--- config.mk ---
export PLATFORM = sky130hd
export DESIGN_NAME = ball_control
export DESIGN_NICKNAME = d
export VERILOG_FILES = /design/src/rtl/ball_control.sv
export SDC_FILE = /design/constraint.sdc
export NUM_CORES = 1
export LEC_CHECK = 0
export ABC_AREA = 1
export BUFFER_PORTS_ARGS = -buffer_cell sky130_fd_sc_hd__buf_2
export CAP_MARGIN = 40
export CORE_ASPECT_RATIO = 1.75
export CORE_UTILIZATION = 54
export CTS_BUF_LIST = sky130_fd_sc_hd__clkbuf_4 sky130_fd_sc_hd__clkbuf_8
export CTS_CLUSTER_DIAMETER = 50
export DETAILED_ROUTE_END_ITERATION = 10
export GPL_TIMING_DRIVEN = 0
export PLACE_DENSITY = 0.8
export SYNTH_ARGS = -nofsm -noshare
export SYNTH_HDL_FRONTEND = slang
export SYNTH_SLANG_ARGS = --single-unit
export TNS_END_PERCENT = 30
--- constraint.sdc ---
create_clock -name clk -period 4.5 [get_ports clk]
set_clock_uncertainty 0.1 [all_clocks]
set_input_delay 0.45 -clock clk [delete_from_list [all_inputs] [get_ports clk]]
set_output_delay 0.45 -clock clk [all_outputs]
set_load 0.1 [all_outputs]
--- src/rtl/ball_control.sv ---
// rtl/ball_control.sv - Pong ball engine: motion, bounces, misses, scores and ball pixel
`timescale 1ns/1ps

module ball_control #(
  parameter int BALL_SPEED    = 100,
  parameter int PADDLE_HEIGHT = 6,
  parameter int LEFT_X        = 2,
  parameter int RIGHT_X       = 60,
  parameter int Y_MIN         = 6,
  parameter int Y_MAX         = 28,
  parameter int X_MIN         = 0,
  parameter int X_MAX         = 63,
  parameter int CENTER_X      = 31,
  parameter int CENTER_Y      = 16,
  parameter int SCORE_HOLD    = 8,
  parameter int WIN_SCORE     = 9
) (
  input  logic       clk,
  input  logic       rst,
  input  logic       serve,
  input  logic [5:0] left_paddle_y,
  input  logic [5:0] right_paddle_y,
  input  logic [5:0] counter_x,
  input  logic [5:0] counter_y,
  output logic [5:0] ball_x,
  output logic [5:0] ball_y,
  output logic       draw_ball,
  output logic [3:0] score_left,
  output logic [3:0] score_right,
  output logic       point_pulse,
  output logic       game_over
);

  localparam int TW = (BALL_SPEED > 0) ? $clog2(BALL_SPEED + 1) : 1;
  localparam int HW = (SCORE_HOLD > 1) ? $clog2(SCORE_HOLD + 1) : 1;

  typedef enum logic [1:0] {
    S_IDLE,
    S_MOVE,
    S_SCORE,
    S_OVER
  } state_t;

  state_t          state_q, state_d;
  logic [TW-1:0]   tick_cnt_q;
  logic            tick;
  logic            serve_q;
  logic            serve_rise;
  logic [5:0]      ball_x_q, ball_x_d;
  logic [5:0]      ball_y_q, ball_y_d;
  logic            dir_x_q, dir_x_d;   // 1 = moving right
  logic            dir_y_q, dir_y_d;   // 1 = moving down
  logic [HW-1:0]   hold_cnt_q, hold_cnt_d;
  logic [3:0]      score_l_q, score_l_d;
  logic [3:0]      score_r_q, score_r_d;
  logic            point_q, point_d;
  logic            draw_q;

  // One-tick motion candidate, used only when the FSM is in MOVE
  logic [5:0]      step_x, step_y;
  logic            step_dx, step_dy;
  logic            miss_left, miss_right;

  // 7-bit views so paddle/ball range tests cannot wrap at the 64-row edge
  logic [6:0]      ball_x_w, ball_y_w, cx_w, cy_w, lpy_w, rpy_w;
  logic            left_zone, right_zone, draw_hit;

  assign tick       = (tick_cnt_q == TW'(BALL_SPEED));
  assign serve_rise = serve & ~serve_q;

  assign ball_x_w = {1'b0, ball_x_q};
  assign ball_y_w = {1'b0, ball_y_q};
  assign cx_w     = {1'b0, counter_x};
  assign cy_w     = {1'b0, counter_y};
  assign lpy_w    = {1'b0, left_paddle_y};
  assign rpy_w    = {1'b0, right_paddle_y};

  assign left_zone  = (ball_y_w + 7'd1 >= lpy_w) &&
                      (ball_y_w <= lpy_w + 7'(PADDLE_HEIGHT));
  assign right_zone = (ball_y_w + 7'd1 >= rpy_w) &&
                      (ball_y_w <= rpy_w + 7'(PADDLE_HEIGHT));

  assign draw_hit = (cx_w >= ball_x_w) && (cx_w <= ball_x_w + 7'd1) &&
                    (cy_w >= ball_y_w) && (cy_w <= ball_y_w + 7'd1);

  // Free-running step tick, independent of the game state
  always_ff @(posedge clk or posedge rst) begin
    if (rst) begin
      tick_cnt_q <= '0;
    end else if (tick) begin
      tick_cnt_q <= '0;
    end else begin
      tick_cnt_q <= tick_cnt_q + TW'(1);
    end
  end

  // Serve delayed one clk for rising-edge detection
  always_ff @(posedge clk or posedge rst) begin
    if (rst) begin
      serve_q <= 1'b0;
    end else begin
      serve_q <= serve;
    end
  end

  // Candidate next position: walls and paddles evaluated independently per axis
  always_comb begin
    step_x     = ball_x_q;
    step_y     = ball_y_q;
    step_dx    = dir_x_q;
    step_dy    = dir_y_q;
    miss_left  = 1'b0;
    miss_right = 1'b0;

    if (dir_y_q) begin
      if (ball_y_q + 6'd1 == 6'(Y_MAX)) begin
        step_dy = 1'b0;
        step_y  = ball_y_q - 6'd1;
      end else begin
        step_y  = ball_y_q + 6'd1;
      end
    end else begin
      if (ball_y_q == 6'(Y_MIN)) begin
        step_dy = 1'b1;
        step_y  = ball_y_q + 6'd1;
      end else begin
        step_y  = ball_y_q - 6'd1;
      end
    end

    if (!dir_x_q) begin
      if ((ball_x_q == 6'(LEFT_X + 2)) && left_zone) begin
        step_dx = 1'b1;
        step_x  = ball_x_q + 6'd1;
      end else if (ball_x_q == 6'(X_MIN)) begin
        miss_left = 1'b1;
      end else begin
        step_x  = ball_x_q - 6'd1;
      end
    end else begin
      if ((ball_x_q == 6'(RIGHT_X - 2)) && right_zone) begin
        step_dx = 1'b0;
        step_x  = ball_x_q - 6'd1;
      end else if (ball_x_q + 6'd1 == 6'(X_MAX)) begin
        miss_right = 1'b1;
      end else begin
        step_x  = ball_x_q + 6'd1;
      end
    end
  end

  // Game FSM next-state: serve, move, score hold, game over
  always_comb begin
    state_d    = state_q;
    ball_x_d   = ball_x_q;
    ball_y_d   = ball_y_q;
    dir_x_d    = dir_x_q;
    dir_y_d    = dir_y_q;
    hold_cnt_d = hold_cnt_q;
    score_l_d  = score_l_q;
    score_r_d  = score_r_q;
    point_d    = 1'b0;

    case (state_q)
      S_IDLE: begin
        ball_x_d = 6'(CENTER_X);
        ball_y_d = 6'(CENTER_Y);
        if (serve_rise) begin
          state_d = S_MOVE;
        end
      end

      S_MOVE: begin
        if (tick) begin
          if (miss_left || miss_right) begin
            // Ball stays where it missed so the loss is visible during the hold
            state_d    = S_SCORE;
            hold_cnt_d = '0;
            point_d    = 1'b1;
            if (miss_left && (score_r_q < 4'(WIN_SCORE))) begin
              score_r_d = score_r_q + 4'd1;
            end
            if (miss_right && (score_l_q < 4'(WIN_SCORE))) begin
              score_l_d = score_l_q + 4'd1;
            end
          end else begin
            ball_x_d = step_x;
            ball_y_d = step_y;
            dir_x_d  = step_dx;
            dir_y_d  = step_dy;
          end
        end
      end

      S_SCORE: begin
        if (tick) begin
          if (hold_cnt_q == HW'(SCORE_HOLD - 1)) begin
            if ((score_l_q == 4'(WIN_SCORE)) || (score_r_q == 4'(WIN_SCORE))) begin
              state_d = S_OVER;
            end else begin
              // dir_x still points at the side that conceded, so the next
              // serve travels toward that player
              ball_x_d = 6'(CENTER_X);
              ball_y_d = 6'(CENTER_Y);
              dir_y_d  = 1'b1;
              state_d  = S_IDLE;
            end
          end else begin
            hold_cnt_d = hold_cnt_q + HW'(1);
          end
        end
      end

      S_OVER: begin
        if (serve_rise) begin
          score_l_d = '0;
          score_r_d = '0;
          ball_x_d  = 6'(CENTER_X);
          ball_y_d  = 6'(CENTER_Y);
          dir_x_d   = 1'b1;
          dir_y_d   = 1'b1;
          state_d   = S_IDLE;
        end
      end

      default: begin
        state_d = S_IDLE;
      end
    endcase
  end

  // Game state registers
  always_ff @(posedge clk or posedge rst) begin
    if (rst) begin
      state_q    <= S_IDLE;
      ball_x_q   <= 6'(CENTER_X);
      ball_y_q   <= 6'(CENTER_Y);
      dir_x_q    <= 1'b1;
      dir_y_q    <= 1'b1;
      hold_cnt_q <= '0;
      score_l_q  <= '0;
      score_r_q  <= '0;
      point_q    <= 1'b0;
    end else begin
      state_q    <= state_d;
      ball_x_q   <= ball_x_d;
      ball_y_q   <= ball_y_d;
      dir_x_q    <= dir_x_d;
      dir_y_q    <= dir_y_d;
      hold_cnt_q <= hold_cnt_d;
      score_l_q  <= score_l_d;
      score_r_q  <= score_r_d;
      point_q    <= point_d;
    end
  end

  // Ball pixel flag, one clk behind the scan counters
  always_ff @(posedge clk or posedge rst) begin
    if (rst) begin
      draw_q <= 1'b0;
    end else begin
      draw_q <= draw_hit;
    end
  end

  assign ball_x      = ball_x_q;
  assign ball_y      = ball_y_q;
  assign draw_ball   = draw_q;
  assign score_left  = score_l_q;
  assign score_right = score_r_q;
  assign point_pulse = point_q;
  assign game_over   = (state_q == S_OVER);

endmodule

==> metrics.csv <==
stage,metric,value,unit
layout,fill_cells,687,
drt,drtIter0Drc,180,
critical_path,crit_required,4.65,ns
clock_network,root_buffer,clkbuf_8,
critical_path,worst-path-stages,16,
drt,drcViolationCount,0,
sta,hold_viol_final,0,
critical_path,cp_max_fo,10,
clock_network,ctsHoldBuffers,0,
floorplan,initial_utilization,56.1,%
yosys,synth-edff-count,0,
yosys,avgSynthCellArea,7.27,um^2
critical_path,endpoint_kind,flop,
clock_network,clk_pin_slew_worst_paths,0.09,ns
layout,multi_input_area,2730,um^2
status,status,completed,
global_route,grt_use_met1,25.8,%
global_route,grt_pass1_vias,3830,
clock_network,clock_sinks,38,
placed_design,io_buffers,49,
placed_design,place.gp.congestion,0.871,
global_route,grt-ovfl-total,0,
sta,tightest_slew,0.497,ns
floorplan,fp.dieH,117,um
global_route,use_met3,3.59,%
power,report.power.total,3140,uW
yosys,seq_area_frac_synth,23.5,%
global_route,grt_busiest_layer,met2,
sta,period_minus_slack,3.12,ns
sta,drv_slew,0,
global_route,grt_pass1_wl,16300,um
floorplan,rows,41,
layout,regArea,961,um^2
critical_path,cp.arrival,3.26,ns
floorplan,fp.dieW,67.8,um
critical_path,worstSetupPathType,flop to flop,
layout,antenna_cells,0,
yosys,ys_warn_count,0,
clock_network,cts_max_level,2,
sta,totalNegativeSetupSlack,0,ns
clock_network,clockBufferDepth,2,
clock_network,numCtsBuffers,5,
yosys,synth_ff_type,dfrtp_1,
critical_path,r2r-start,ball_y[2],
yosys,ys_types,43,
yosys,netlist.area_leader.share,20.5,%
sta,setup_viol,0,
drt,firstDrtPassIters,5,
sta,layout_setup_ws,1.38,ns
sta,fin_crit_sh,69.3,%
critical_path,critPathMaxStageDelay,0.43,ns
critical_path,crit_buf_inv,2,
drt,routedWlPerCell,13.8,um
sta,slew_headroom,66.9,%
yosys,netlist_area,4090,um^2
clock_network,cts_tree,yes,
flow_run,drv_cap,0,
critical_path,path_common_cell,nand2_1,
critical_path,cp_top_family,simple AND/OR/NAND/NOR gates,
yosys,synth_largest_area_cell,ha_1,
power,vdd_drop_max,0.682,mV
yosys,syn_nets,656,
yosys,synthArstFlopShare,100,%
clock_network,clk_latency,0.31,ns
yosys,netlist_top_cells_area,"ha_1 (21%), dfrtp_1 (18%), nand2_1 (13%)",
floorplan,core-area,7280,um^2
global_route,antenna_found_initial,0,
min_path,hold_path.class,input pin to asynchronous set/reset pin,
clock_network,cts_resized,0,
power,power.leakage,0.00248,uW
layout,drive_gt1_share,18.1,%
power,p_per_area,690,nW/um^2
critical_path,reg2reg_depth,16,
global_route,use_met2,52.7,%
drt,via_per_inst,5.51,
drt,drt_wl_total,9760,um
critical_path,slowest_stage,dfrtp_1,
critical_path,critPathLaunchType,flop,
yosys,synth-seq-cells,38,
floorplan,io_pins,50,
yosys,synth_most_common_cell,nand2_1,
layout,area_growth,11.5,%
critical_path,r2r_slack,1.38,ns
placed_design,place_ws,1.39,ns
floorplan,die_area,7930,um^2
global_route,grt_max_degree,39,
clock_network,post-cts-setup-buffers,0,
drt,ant_nets,0,
yosys,syn_inst,562,
placed_design,hpwl,7800,um
yosys,ys_top_cells_by_count,"nand2_1 (144), inv_1 (74), ha_1 (67)",
critical_path,path_cells,buf_4 > nand3_1 > nor2_1 > nand2_1 > xor2_1 > inv_1 > ha_1 > and3_1 > nand2_1 > nand2_1 > nand3_1 > nand4_4 > nand3_2 > nor2_4 > nand2_1 > nand2_1,
sta,grt_setup_unrepaired,no,
layout,final_nets,713,
drt,routed-via-count,3888,
global_route,grt.total_usage,27.2,%
critical_path,r2r-end,ball_x[2],
sta,max_freq,321,MHz
placed cells by master, fill, tap and decap left out, types with 4 or more instances in the layout:
| cell | n |
|---|---|
| a21boi_0 | 4 |
| dfrtp_1 | 30 |
| inv_2 | 12 |
| nor2_2 | 5 |
| a21oi_1 | 27 |
| nand3_1 | 42 |
| nand3_2 | 7 |
| nand2_1 | 144 |
| nor2_1 | 38 |
| a211oi_1 | 4 |
| xor2_1 | 20 |
| buf_2 | 49 |
| buf_4 | 4 |
| ha_1 | 67 |
| o21ai_0 | 18 |
| nor3_1 | 5 |
| inv_1 | 73 |
| clkbuf_8 | 6 |
| dfstp_2 | 8 |
| nand4_1 | 12 |
worst max path at each step:
stage	startpoint	end	slack, ns
after detailed placement	ball_y[2]	score_right[2]	1.39
final	ball_y[2]	ball_x[2]	1.38
after global routing	ball_y[2]	score_right[3]	1.00
after CTS	ball_y[2]	ball_x[2]	1.36
after global placement	ball_y[2]	ball_x[2]	1.44
after floorplan	ball_y[2]	score_right[0]	1.18
layout make-up:
cell class	instances	share of cell area, %
Sequential cell	38	21.1
Buffer	7	1.40
Multi-Input combinational cell	429	59.9
Clock buffer	6	1.81
Inverter	88	7.36
Tap cell	86	2.36
Clock inverter	2	0.275
Timing Repair Buffer	50	5.82
report_power, final:
part	total, uW	switching, uW	internal [uW]
Sequential	631	162	469
Clock	260	137	123
Combinational	2250	1610	641
Total	3140	1910	1230
sequential cells by signal, summed over array words and instances (netlist names):
signal       cells
point_pulse      1
hold_cnt_q       4
serve_q          1
ball_x           6
tick_cnt_q       7
dir_y_q          1
state_q          2
ball_y           6
score_right      4
score_left       4
dir_x_q          1
draw_ball        1
metrics by stage:
| step | hold WS (ns) | std cells | instance area [um^2] | util [%] |
|---|---|---|---|---|
| floorplan | 0.332 | 562 | 4090 | - |
| global placement | 0.348 | 697 | 4440 | 60.9 |
| detailed placement | 0.357 | 698 | 4460 | 61.2 |
| CTS | 0.0575 | 706 | 4550 | 62.5 |
| global route | 0.0844 | 706 | 4550 | 62.5 |
| finish | 0.0504 | 706 | 4550 | 62.5 |
routing by layer:
| layer | wire [um] | part of all wire (%) |
|---|---|---|
| met4 | 396 | 4.1 |
| met1 | 3590 | 37 |
| met5 | 0 | 0 |
| met2 | 5390 | 55 |
| met3 | 389 | 4.0 |
worst reg2reg max path, cell delays in order, from the launching register on:
cell and delay, ns:
dfrtp_1 0.43, buf_4 0.22, nand3_1 0.13, nor2_1 0.12, nand2_1 0.07, xor2_1 0.30
inv_1 0.16, ha_1 0.32, and3_1 0.15, nand2_1 0.05, nand2_1 0.09, nand3_1 0.19
nand4_4 0.16, nand3_2 0.13, nor2_4 0.24, nand2_1 0.12, nand2_1 0.09
cells by family after synthesis:
kind of cell / share of synthesized area (%)
AOI/OAI and AO/OA: 9.40
xor gates and xnor gates: 4.72
adders and majority gates: 20.5
buffers and inverters: 9.77
DFF: 23.5
and+or+nand+nor: 32.1
Note: power is estimated with default switching activity, not from simulation.
